===== config.mk =====
export PLATFORM = sky130hd
export DESIGN_NAME = red_secuencial_flat
export DESIGN_NICKNAME = d
export VERILOG_FILES = /design/src/rtl/red_pkg.sv /design/src/rtl/red_secuencial_if.sv /design/src/rtl/celda_secuencial.sv /design/src/rtl/red_secuencial.sv /design/src/flat_wrapper.sv
export SDC_FILE = /design/constraint.sdc
export NUM_CORES = 1
export LEC_CHECK = 0
export CORE_ASPECT_RATIO = 0.75
export CORE_MARGIN = 1.5
export CORE_UTILIZATION = 45
export CTS_CLUSTER_DIAMETER = 200
export DETAILED_ROUTE_END_ITERATION = 8
export GPL_ROUTABILITY_DRIVEN = 0
export PLACE_DENSITY = 0.82
export SETUP_SLACK_MARGIN = 0.4
export SKIP_LAST_GASP = 1
export SLEW_MARGIN = 20
export SYNTH_ARGS = -nofsm -noshare
export SYNTH_HDL_FRONTEND = slang
export SYNTH_HIERARCHICAL = 1
export SYNTH_SLANG_ARGS = --single-unit

===== constraint.sdc =====
create_clock -name clk -period 2.75 [get_ports clk]
set_input_delay 0.275 -clock clk [delete_from_list [all_inputs] [get_ports clk]]
set_output_delay 0.275 -clock clk [all_outputs]
set_load 0.1 [all_outputs]

===== src/rtl/red_pkg.sv =====
// red_pkg: shared FSM state type and cell-state codes for the serial comparator
package red_pkg;
    typedef enum logic [1:0] {IDLE, RUN, DONE} state_t;
    localparam logic [1:0] INDECISO = 2'b00;
    localparam logic [1:0] A_MAYOR  = 2'b10;
    localparam logic [1:0] B_MAYOR  = 2'b01;
endpackage


===== src/rtl/red_secuencial_if.sv =====
// red_secuencial_if: operand and result valid/ready channels of the serial comparator
interface red_secuencial_if #(parameter int K = 5);
    logic         in_valid;
    logic         in_ready;
    logic [K-1:0] A;
    logic [K-1:0] B;
    logic         out_valid;
    logic         out_ready;
    logic         Z;
    logic         E;
    modport master (output in_valid, A, B, out_ready, input in_ready, out_valid, Z, E);
    modport slave  (input in_valid, A, B, out_ready, output in_ready, out_valid, Z, E);
endinterface


===== src/rtl/celda_secuencial.sv =====
// celda_secuencial: one combinational comparison step; a decided state passes through unchanged
module celda_secuencial
    import red_pkg::*;
(
    input  logic m,
    input  logic n,
    input  logic a,
    input  logic b,
    output logic M,
    output logic N
);
    // 11 is treated like 00 (undecided) so the step can still resolve it
    assign {M, N} = (m ^ n) ? {m, n} : (a & ~b) ? A_MAYOR : (~a & b) ? B_MAYOR : INDECISO;
endmodule


===== src/rtl/red_secuencial.sv =====
// red_secuencial: bit-serial MSB-first magnitude comparator with valid/ready handshakes
module red_secuencial
    import red_pkg::*;
#(
    parameter int K = 5,
    parameter bit EARLY_EXIT = 1'b1,
    parameter int CW = $clog2(K + 1)
) (
    input  logic            clk,
    input  logic            rst_n,
    red_secuencial_if.slave bus,
    output logic            M,
    output logic            N,
    output logic            busy,
    output logic [CW-1:0]   ciclos
);
    localparam int IW = (K > 1) ? $clog2(K) : 1;
    state_t st, st_nx;
    logic [K-1:0] a_r, b_r;
    logic [IW-1:0] idx;
    logic cm, cn;
    celda_secuencial u_celda (.m(M), .n(N), .a(a_r[idx]), .b(b_r[idx]), .M(cm), .N(cn));
    assign bus.in_ready  = st == IDLE;
    assign bus.out_valid = st == DONE;
    assign busy          = st == RUN;
    assign bus.Z         = M & ~N;
    assign bus.E         = (st == DONE) & ~(M ^ N);
    // state register
    always_ff @(posedge clk or negedge rst_n)
        if (!rst_n) st <= IDLE;
        else st <= st_nx;
    // next state: accept, step until last bit or decided, hold until consumer takes result
    always_comb begin
        st_nx = st;
        if (st == IDLE && bus.in_valid) st_nx = RUN;
        if (st == RUN && (idx == '0 || (EARLY_EXIT && (cm ^ cn)))) st_nx = DONE;
        if (st == DONE && bus.out_ready) st_nx = IDLE;
    end
    // operand capture and per-bit cell-state / counter update
    always_ff @(posedge clk or negedge rst_n)
        if (!rst_n) begin
            a_r    <= '0;
            b_r    <= '0;
            {M, N} <= INDECISO;
            idx    <= '0;
            ciclos <= '0;
        end else if (st == IDLE && bus.in_valid) begin
            a_r    <= bus.A;
            b_r    <= bus.B;
            {M, N} <= INDECISO;
            idx    <= IW'(K - 1);
            ciclos <= '0;
        end else if (st == RUN) begin
            {M, N} <= {cm, cn};
            idx    <= idx - 1'b1;
            ciclos <= ciclos + 1'b1;
        end
    // the cell never produces both flags at once
    a_no_11: assert property (@(posedge clk) disable iff (!rst_n) {M, N} != 2'b11);
endmodule

===== src/flat_wrapper.sv =====
// flat-port wrapper written by rule: the top's interface ports become plain ports
module red_secuencial_flat import red_pkg::*;
#(
    parameter int K = 5,
    parameter bit EARLY_EXIT = 1'b1,
    parameter int CW = $clog2(K + 1)
)
  (clk, rst_n, M, N, busy, ciclos, bus_in_valid, bus_A, bus_B, bus_out_ready, bus_in_ready, bus_out_valid, bus_Z, bus_E);
  red_secuencial_if #(.K(K)) bus_i ();
  input  logic clk;
  input  logic rst_n;
  output logic M;
  output logic N;
  output logic busy;
  output logic [CW-1:0] ciclos;
  input wire logic [$bits(bus_i.in_valid)-1:0] bus_in_valid;
  input wire logic [$bits(bus_i.A)-1:0] bus_A;
  input wire logic [$bits(bus_i.B)-1:0] bus_B;
  input wire logic [$bits(bus_i.out_ready)-1:0] bus_out_ready;
  output wire logic [$bits(bus_i.in_ready)-1:0] bus_in_ready;
  output wire logic [$bits(bus_i.out_valid)-1:0] bus_out_valid;
  output wire logic [$bits(bus_i.Z)-1:0] bus_Z;
  output wire logic [$bits(bus_i.E)-1:0] bus_E;
  assign bus_i.in_valid = bus_in_valid;
  assign bus_i.A = bus_A;
  assign bus_i.B = bus_B;
  assign bus_i.out_ready = bus_out_ready;
  assign bus_in_ready = bus_i.in_ready;
  assign bus_out_valid = bus_i.out_valid;
  assign bus_Z = bus_i.Z;
  assign bus_E = bus_i.E;
  red_secuencial #(.K(K), .EARLY_EXIT(EARLY_EXIT), .CW(CW)) u_core (.clk(clk), .rst_n(rst_n), .bus(bus_i), .M(M), .N(N), .busy(busy), .ciclos(ciclos));
endmodule

== Word-level counts from Yosys, hierarchy flattened ==
Index checks and enable logic that the tools add are counted.

* $add $sub $neg: 2
* $lt $le $gt $ge: 1
* Eq/ne operators: 2
* Multiplexer cells: 18
* Bitwise operators: 10
* Reduce and logical (&&, ||, !) cells: 8

{| class="wikitable"
|+ Operator list
! cell !! count
|-
| $mux W3 || 4
|-
| $mux W2 || 5
|-
| $mux W1 || 7
|-
| $bmux W1 S3 || 2
|-
| $and A1 B1 Y1 || 4
|-
| $lt A3 B4 Y1 const B || 1
|-
| $not A1 Y1 || 4
|-
| $add A3 B1 Y3 const B || 1
|-
| $logic_and A1 B1 Y1 || 3
|-
| $logic_not A3 Y1 || 1
|-
| $reduce_bool A3 Y1 || 1
|-
| $sub A3 B1 Y3 const B || 1
|-
| $eq A2 B1 Y1 const B || 1
|-
| $eq A2 B2 Y1 const B || 1
|-
| $logic_not A2 Y1 || 1
|-
| $reduce_bool A2 Y1 || 1
|-
| $xor A1 B1 Y1 || 2
|-
| $logic_or A1 B1 Y1 || 1
|}

* Flip-flop bits (word level): 20
* Bits of input ports: 14
* Word-level logic and storage cells: 48

== Longest topological paths before layout ==
Gate-level depths: netlist of run 1.

* Word-level depth: 12
* Depth in mapped cells: 9

== Modules after synthesis ==
Netlist of run 1, hierarchy kept.

{| class="wikitable"
|+ By module, submodules not included
! module !! times used !! cells an instance !! area an instance (um2) !! seq. area each (um2)
|-
| red_secuencial || 1 || 81 || 996.0 || 500.5
|-
| celda_secuencial || 1 || 6 || 42.5 || 0.0
|}

== Least setup slack after synthesis of run 1 ==
OpenSTA, ideal clock, no wires.

* Kind: reg2out
* Start point: register u_core.N
* End point: output bus_E
* Arrival time: 2.086 ns
* Data required time: 2.475 ns
* Slack: 0.389 ns
* Cell stages (with the launch flop): 4
* Path buffers: 0
* Path through: dfrtp_1 inv_1 ha_1 and2_1

* Cells in the longest elaborated chain, start to end: 3

{| class="wikitable"
|+ RTL lines
! item !! RTL line !! RTL
|-
| start: declaration || red_secuencial.sv:13 || <nowiki>output logic N,</nowiki>
|-
| start signal: assignment || red_secuencial.sv:54 || <nowiki>{M, N} <= {cm, cn};</nowiki>
|-
| $xor A1 B1 Y1 || red_secuencial.sv:27 || <nowiki>assign bus.E = (st == DONE) & ~(M ^ N);</nowiki>
|-
| $not A1 Y1 || red_secuencial.sv:27 ||
|-
| $and A1 B1 Y1 || red_secuencial.sv:27 ||
|-
| end: declaration || flat_wrapper.sv:23 || <nowiki>output wire logic [$bits(bus_i.E)-1:0] bus_E;</nowiki>
|}

Every way passes these cells.

== Worst setup path in the final report of run 1 ==
* Start point: register u_core.idx[0]
* End point: register u_core.st[1]

* Cells in the longest elaborated chain, start to end: 12
* Elaborated cells between the ends (all ways): 18

{| class="wikitable"
|+ RTL lines
! item !! RTL line !! RTL
|-
| start: declaration || red_secuencial.sv:20 || <nowiki>logic [IW-1:0] idx;</nowiki>
|-
| start signal: assignment || red_secuencial.sv:51 || <nowiki>idx <= IW'(K - 1);</nowiki>
|-
| start signal: assignment || red_secuencial.sv:55 || <nowiki>idx <= idx - 1'b1;</nowiki>
|-
| $bmux W1 S3 || red_secuencial.sv:22 || <nowiki>celda_secuencial u_celda (.m(M), .n(N), .a(a_r[idx]), .b(b_r[idx]), .M(cm), .N(cn));</nowiki>
|-
| $mux W1 (implied by the code) || red_secuencial.sv:22 ||
|-
| $not A1 Y1 || celda_secuencial.sv:13 || <nowiki>assign {M, N} = (m ^ n) ? {m, n} : (a & ~b) ? A_MAYOR : (~a & b) ? B_MAYOR : INDECISO;</nowiki>
|-
| $and A1 B1 Y1 || celda_secuencial.sv:13 ||
|-
| $mux W1 || celda_secuencial.sv:13 ||
|-
| $mux W2 * (2 in series) || celda_secuencial.sv:13 ||
|-
| net u_core.cn || red_secuencial.sv:21 || <nowiki>logic cm, cn;</nowiki>
|-
| $xor A1 B1 Y1 * || red_secuencial.sv:36 || <nowiki>if (st == RUN && (idx == '0 || (EARLY_EXIT && (cm ^ cn)))) st_nx = DONE;</nowiki>
|-
| $logic_or A1 B1 Y1 * || red_secuencial.sv:36 ||
|-
| $logic_and A1 B1 Y1 * || red_secuencial.sv:36 ||
|-
| $mux W2 || red_secuencial.sv:36 ||
|-
| $mux W2 || red_secuencial.sv:37 || <nowiki>if (st == DONE && bus.out_ready) st_nx = IDLE;</nowiki>
|-
| end signal: assignment || red_secuencial.sv:31 || <nowiki>else st <= st_nx;</nowiki>
|-
| end: declaration || red_secuencial.sv:18 || <nowiki>state_t st, st_nx;</nowiki>
|}

The timed path passes the listed nets; every way through them passes the cells marked *. The select of a mux whose other input is x is not followed.
A chain may end at the register's enable or synchronous reset.

==> results of run 1 <==
state kept, by name, summed over array words and instances (netlist names):
signal,flops
u_core/M,1
u_core/N,1
u_core/a_r,5
u_core/b_r,5
u_core/ciclos,3
u_core/idx,3
u_core/st,2
area by class of cell:
type	instances	area, µm²	area share
Sequential cell	20	500.5	0.3865
Clock buffer	4	36.28	0.02802
Timing Repair Buffer	23	205.2	0.1585
Inverter	8	31.28	0.02415
Multi-Input combinational cell	57	491.7	0.3797
Tap cell	24	30.03	0.02319
per-stage QoR:
| step | utilization | area [µm²] | hold slack, ns | worst slack, ns | instances |
|---|---|---|---|---|---|
| after floorplan | - | 1040 | -0.02059 | 0.5926 | 87 |
| after global placement | 0.6038 | 1259 | 0.5016 | 0.6860 | 132 |
| after detailed placement | 0.6038 | 1259 | 0.4949 | 0.6446 | 132 |
| after CTS | 0.6212 | 1295 | 0.4946 | 0.6218 | 136 |
| after global routing | 0.6212 | 1295 | 0.5115 | 0.4680 | 136 |
| final | 0.6212 | 1295 | 0.4510 | 0.6342 | 136 |
placed cells by master (no fill, tap or decap), drive strengths merged, types with 2 or more instances in the layout:
cell and n:
ha 4, clkdlybuf4s50 13, nor2b 2, a21oi 2
nand2 5, a22o 3, inv 7, buf 10
o21bai 2, nor2 5, xor2 2, maj3 2
o21ai 5, mux2 12, nand3 5, clkbuf 4
dfrtp 20, and2 2
metal layers:
| metal | GRT usage | vias up | part of all wire |
|---|---|---|---|
| met5 | 0 | - | 0 |
| met4 | 0.01395 | 0 | 0 |
| met3 | 0.07310 | 0 | 0.070 |
| met2 | 0.2787 | 20 | 0.45 |
| met1 | 0.2292 | 346 | 0.48 |
| li1 | - | 352 | - |
cell families after synthesis:
| group | after synthesis | synth area share |
|---|---|---|
| AOI/OAI and AO/OA | 13 | 0.08433 |
| xor gates and xnor gates | 2 | 0.01687 |
| adders and majority gates | 6 | 0.06988 |
| buffers and inverters | 10 | 0.04578 |
| DFF | 20 | 0.4819 |
| muxes | 13 | 0.1807 |
| and+or+nand+nor | 23 | 0.1205 |
final timing paths:
path	slack, ns	from	cells after the start	end
max	0.63	u_core/idx[0]$_DFFE_PN0P_	8	u_core/st[1]$_DFFE_PN0P_
min	0.45	rst_n	1	u_core/b_r[1]$_DFFE_PN0P_
max reg2reg	0.63	u_core/idx[0]$_DFFE_PN0P_	8	u_core/st[1]$_DFFE_PN0P_
min reg2reg	0.52	u_core/a_r[2]$_DFFE_PN0P_	1	u_core/a_r[2]$_DFFE_PN0P_
max in group asynchronous	1.78	rst_n	1	u_core/st[1]$_DFFE_PN0P_
min in group clk	0.52	u_core/a_r[2]$_DFFE_PN0P_	1	u_core/a_r[2]$_DFFE_PN0P_
cells in the mapped netlist (all sizes together), types with 2 or more instances:
master,number,area share
o21ai,5,0.024
nand3,5,0.024
nor2,5,0.020
o21bai,2,0.014
dfrtp,20,0.48
buf,2,0.016
and2,2,0.014
inv,7,0.025
maj3,2,0.022
ha,4,0.048
nor2b,2,0.012
xor2,2,0.017
mux2,12,0.16
a21oi,2,0.0096
a22o,3,0.029
nand2,5,0.018
==> results.ini, run 1 <==
[route]
wl_per_cell_um=14.14
drc=0
antenna_left=0
drtIter0Drc=17
routed_wl_mm=1.923
drtPass1Iterations=4
via_count=718
vias_per_cell=5.279

[setup_path]
crit_family=multiplexers
crit_chain=mux4_2 > nand2_1 > nand2_1 > nor2b_1 > maj3_2 > xor2_1 > a21oi_1 > o21ai_0
worstPathRequired_ns=2.93
critPathArrivalTime_ns=2.30
crit_path_max_fanout=7
end_kind=flip-flop
critPathLaunchType=flip-flop
slowest_stage=mux4_2
path_class=flip-flop to flip-flop
crit_top_cell=nand2_1
cpPeakStageDelay_ns=0.53
crit_buf_inv=0

[clocking]
clock_tree.buffer_depth=2
cts_setup_buffers=0
htree_levels=1
clockRootBuffer=clkbuf_4
holdBufCountCts=0
clock_latency_ns=0.29
cts_tree=done
clk_pin_slew_worst_paths_ns=0.11
numCtsBuffers=3
ctsResizeCount=0
clkSinkCount=20

[global_route]
antenna_found_initial=0
grt_max_degree=21
grtUsageTotal=0.1734
grt_pass1_wl_mm=3.291
gr-total-overflow=0
grt_pass1_vias=700

[placed_design]
port_buffers=23
dp_hpwl_mm=1.457

[floorplanning]
dieWidth_um=58.47
coreArea_mm2=0.002085
placementRows=14
start_util=0.4982
io_pins=24
die_h_um=44.61
die_area_mm2=0.002608

[logic_synthesis]
synthesis.area_mm2=0.001038
syn-num-nets=105
seq_area_frac_synth=0.4819
synth-main-ff-cell=dfrtp_1
synth_edf_count=0
ys_types=27
synth_area_per_cell_um2=11.94
synth_seq_cells=20
syn_inst=87
ys_async_sr_fraction=1.000
yosysWarnings=6

[outcome]
status=finished, final reports clean

[sta]
worst_pin_slew_ns=0.8407
final-setup-viol-count=0
fin_crit_sh=0.7694
drv_slew=0
slew_headroom=0.4378
timing.final.hold_violations=0
rsz0062_at_grt=false
skew_ns=0.003870
fmax_ghz=0.4726
finalSetupTns_ns=0
period_needed_ns=2.116

[worst_hold_path]
worst_hold_path_type=input port to async pin

[finish]
antenna_cells=0
num-fill-cells=176
final_nets=131
synthToLayoutAreaGrowth_pct=24.70
drive_above_1_share=0.3482

[flow_run]
drv_cap=0

Power of run 1 is left out: the tool's default activity adds up to more than one toggle a clock period on the data nets, which glitch-free logic cannot reach.
==> inputs of run 2 (changes only) <==
- clock period: 2.75 -> 2 ns (I/O delays scaled with it)
==> run 2 against run 1 <==
  * Global-route usage grew 2.4 points
  * The run now ends with negative setup slack left
  * Critical endpoint is now u_core/st[0]$_DFFE_PN0P_
  * Register-to-register slack worse by 0.72 ns
  * Largest cell class is now multi-input combinational cells
  * Non-clock buffer count increased by 3
  * Cell count rose by 2.2%
  * Clock skew increased by 0.016 ns
  * Core utilization is 6.9 points higher
  * Clock-buffer cell count fell by 1
  * Highest routed layer is now met4
  * Sequential cell count did not move
  * Final area increased by 11%
==> results.ini, run 2 (synthesis gave the netlist of run 1 again) <==
[outcome]
status=finished with violations
violations=negative setup slack

[clocking]
holdBufCountCts=0
clk_pin_slew_worst_paths_ns=0.13
clock_latency_ns=0.32
cts_tree=done
clock_tree.buffer_depth=2
clockRootBuffer=clkbuf_4
clkSinkCount=20
htree_levels=1
numCtsBuffers=3

[sta]
drv_slew=0
fin_crit_sh=1.042
skew_ns=0.01989
fmax_ghz=0.4799
final-setup-viol-count=2
timing.final.hold_violations=0
setup_ws_ns=-0.08398
period_needed_ns=2.084
rsz0062_at_grt=true
finalSetupTns_ns=-0.1554
worst_pin_slew_ns=0.5534
whs_ns=0.1981
slew_headroom=0.6303

[placed_design]
dp_hpwl_mm=1.604
dpl.cell_count=134
port_buffers=23

[global_route]
gr-total-overflow=0
antenna_found_initial=0
grtUsageTotal=0.1972
grt_max_degree=21
grt_pass1_wl_mm=3.650
grt_pass1_vias=753

[route]
drtIter0Drc=22
antenna_left=0
vias_per_cell=5.396
via_count=750
wl_per_cell_um=16.78
drc=0
routed_wl_mm=2.332
drtPass1Iterations=4

[floorplanning]
coreArea_mm2=0.002085
start_util=0.4982
placementRows=14
die_area_mm2=0.002608
die_h_um=44.61
io_pins=24
dieWidth_um=58.47

[finish]
final_nets=134
final_cell_count_no_fill=139
drive_above_1_share=0.4957
final_common_cell=dfrtp_1
top_regs=u_core/a_r: 5 flops, u_core/b_r: 5 flops
synthToLayoutAreaGrowth_pct=38.55
antenna_cells=0
layout_common_cells=dfrtp_1 (15), clkdlybuf4s50_1 (13), mux2_4 (12)

[worst_hold_path]
worst_hold_path_type=input port to async pin

[setup_path]
crit_path_max_fanout=4
critPathArrivalTime_ns=2.31
end_kind=flip-flop
critPathLaunchType=flip-flop
path_class=flip-flop to flip-flop
worstPathRequired_ns=2.23

[flow_run]
drv_cap=0

run 2: changes by cell type in the layout (fill, tap and decap cells not counted), sizes merged:
cell and change:
bufinv +1, clkbuf -1, buf +3
run 2: routing by layer:
metal | routed length (µm) | track usage | up-vias
li1 | - | - | 354
met1 | 1041 | 0.2668 | 371
met2 | 1139 | 0.3146 | 23
met3 | 141 | 0.06140 | 2
met4 | 10 | 0.04186 | 0
met5 | 0 | 0 | -
run 2: final cells by class:
class | count | area [µm²]
sequential | 20 | 506.7
tap | 24 | 30.03
clock inverter | 1 | 30.03
inverter | 8 | 31.28
timing repair buffer | 26 | 265.3
clock buffer | 3 | 22.52
multi-input combinational | 57 | 553.0
fill | 153 | 645.6
run 2: timing repair:
| item | CTS | global route |
|---|---|---|
| resized for setup | 6 | 6 |
| endpoints found under the setup margin | 6 | 6 |
| setup buffers | 1 | 0 |
| endpoints found under the hold margin | 0 | 0 |
| pin swaps | 2 | 2 |
run 2: final timing paths:
kind,startpoint,to,slack (ns),cells after the start
setup / recovery,u_core/idx[0]$_DFFE_PN0P_,u_core/st[0]$_DFFE_PN0P_,-0.08,8
hold / removal,rst_n,u_core/b_r[1]$_DFFE_PN0P_,0.20,2
setup reg to reg,u_core/idx[0]$_DFFE_PN0P_,u_core/st[0]$_DFFE_PN0P_,-0.08,8
hold reg to reg,u_core/a_r[4]$_DFFE_PN0P_,u_core/a_r[4]$_DFFE_PN0P_,0.54,1
max in group asynchronous,rst_n,u_core/ciclos[1]$_DFFE_PN0P_,1.55,2
min in group clk,bus_B[1],u_core/b_r[1]$_DFFE_PN0P_,0.48,2
run 2: worst max-delay path: stages (launching register included):
cell     delay [ns]
dfrtp_2        0.44
mux4_2         0.54
nand2_2        0.08
nand2_2        0.06
nor2b_4        0.12
maj3_2         0.32
xor2_2         0.16
a21oi_2        0.06
o21a_1         0.19
run 2: metrics by stage:
step,cell area (µm²),utilization,setup slack (ns)
after floorplan,1070,-,0.07754
after global placement,1331,0.6387,0.05326
after detailed placement,1331,0.6387,-0.07313
after CTS,1414,0.6783,-0.04401
after global routing,1439,0.6903,-0.1374
final,1439,0.6903,-0.08398
Power of run 2 is left out for the same reason.
==> inputs of run 3 (changes only) <==
--- a/config.mk
+++ b/config.mk
@@ -14,2 +14,3 @@
 export PLACE_DENSITY = 0.82
+export REMOVE_ABC_BUFFERS = 1
 export SETUP_SLACK_MARGIN = 0.4
--- a/constraint.sdc
+++ b/constraint.sdc
@@ -3,2 +3,2 @@
 set_output_delay 0.2 -clock clk [all_outputs]
-set_load 0.1 [all_outputs]
+set_load 0.02 [all_outputs]
==> run 3 against run 2 <==
  * The run still ends with negative setup slack left
  * Clock skew shrank 0.014 ns
  * Critical path depth is the same
  * Via count grew 1.6%
  * Register-to-register slack gained 0.04 ns
  * Highest routed layer unchanged
==> results.ini, run 3 (synthesis gave the netlist of run 1 again) <==
[route]
drc=0
routed_wl_mm=2.106
vias_per_cell=5.219
antenna_left=0
wl_met3_um=139
met2WireLength_um=994
via_count=762
wl_per_cell_um=14.42
wl_met1_um=942
drtPass1Iterations=4
top_layer=met4
drtIter0Drc=26

[clocking]
cts_tree=done
clockRootBuffer=clkbuf_4
clkSinkCount=20
numCtsBuffers=3
clock_latency_ns=0.30
holdBufCountCts=0
clk_pin_slew_worst_paths_ns=0.11
clock_tree.buffer_depth=2
htree_levels=1

[floorplanning]
placementRows=14
die_area_mm2=0.002608
io_pins=24
dieWidth_um=58.47
start_util=0.4982
coreArea_mm2=0.002085
die_h_um=44.61

[sta]
timing.final.hold_violations=0
skew_ns=0.006317
rsz0062_at_grt=true
drv_slew=0
fmax_ghz=0.4894
final-setup-viol-count=2
setup_ws_ns=-0.04316
whs_ns=0.2187
slew_headroom=0.6845
fin_crit_sh=1.022
period_needed_ns=2.043
worst_pin_slew_ns=0.4722

[power_and_ir_drop]
p_leak_nw=0.6791
max-vdd-ir-drop_v=0.0006559
total_power_w=0.002292
pwr_density_cell_mw_per_mm2=1637

[setup_path]
r2r_start=u_core/idx[0]$_DFFE_PN0P_
end_kind=flip-flop
r2r_slack_ns=-0.04
critPathLaunchType=flip-flop
timing.rr.end=u_core/st[0]$_DFFE_PN0P_
worstRegToRegCells=8
critPathArrivalTime_ns=2.24
worstPathRequired_ns=2.20
path_class=flip-flop to flip-flop
startpoint=u_core/idx[0]$_DFFE_PN0P_
crit_path_max_fanout=3

[finish]
register_area_um2=500.5
final_common_cell=dfrtp_1
layout_common_cells=dfrtp_1 (20), clkdlybuf4s50_1 (17), buf_4 (11)
fin_util=0.6717
synthToLayoutAreaGrowth_pct=34.82
num-fill-cells=147
antenna_cells=0
top_regs=u_core/a_r: 5 flops, u_core/b_r: 5 flops
multiInputGateArea_um2=504.2
final_nets=141
drive_above_1_share=0.3443

[global_route]
grt_pass1_vias=696
grtUsageTotal=0.1669
gr-total-overflow=0
grt_max_degree=21
antenna_found_initial=0
grt_pass1_wl_mm=3.167

[flow_run]
drv_cap=0

[placed_design]
place_ws_ns=-0.04709
dp_hpwl_mm=1.440
port_buffers=23

[worst_hold_path]
worst_hold_path_type=input port to async pin

[outcome]
status=finished with violations
violations=negative setup slack

==> run 3: worst max path at each step <==
stage	endpoint	cells past startpoint	slack [ns]
3_5_place_dp	u_core/st[1]$_DFFE_PN0P_	8	-0.05
2_1_floorplan	u_core/st[1]$_DFFE_PN0P_	8	0.007
3_3_place_gp	u_core/st[1]$_DFFE_PN0P_	8	0.05
6_report	u_core/st[0]$_DFFE_PN0P_	8	-0.04
5_1_grt	u_core/st[0]$_DFFE_PN0P_	9	-0.12
4_1_cts	u_core/st[0]$_DFFE_PN0P_	9	-0.06
==> run 3: routing by layer <==
metal | vias up | global-route usage
li1 | 369 | -
met1 | 362 | 0.2216
met2 | 27 | 0.2629
met3 | 4 | 0.05848
met4 | 0 | 0.04186
met5 | - | 0
==> run 3: cell type report <==
cell class | count | area share
Timing Repair Buffer | 33 | 0.2118
Sequential cell | 20 | 0.3575
Tap cell | 24 | 0.02145
Inverter | 8 | 0.02324
Multi-Input combinational cell | 57 | 0.3601
Clock buffer | 4 | 0.02592
==> run 3: stage by stage <==
| stage | instance area [µm²] | TNS (ns) | cells |
|---|---|---|---|
| 2_1_floorplan | 1022 | 0 | 85 |
| 3_3_place_gp | 1305 | 0 | 135 |
| 3_5_place_dp | 1305 | -0.07679 | 135 |
| 4_1_cts | 1376 | -0.08945 | 144 |
| 5_1_grt | 1400 | -0.2250 | 146 |
| 6_report | 1400 | -0.05782 | 146 |
==> run 3: power breakdown <==
group / internal, W / leakage (nW) / switching [W]
Combinational: 0.000721 / 0.416 / 0.000601
Sequential: 0.000597 / 0.242 / 0.000142
Clock: 0.000111 / 0.0210 / 0.000120
==> run 3: critical path, cell delays in order, from the launching register on <==
cell     delay [ns]
dfrtp_1        0.41
mux4_2         0.52
nand2_1        0.08
nand2_1        0.06
nor2b_1        0.13
maj3_2         0.33
xor2_2         0.18
a21oi_2        0.06
o21a_1         0.19
==> run 3: what timing repair did <==
item                       4_1_cts  5_1_grt
gates resized for setup         13        5
setup buffers                    5        2
pin swaps                        3        0
setup endpoints to repair        9        7
(Power assumes the default switching activity.)
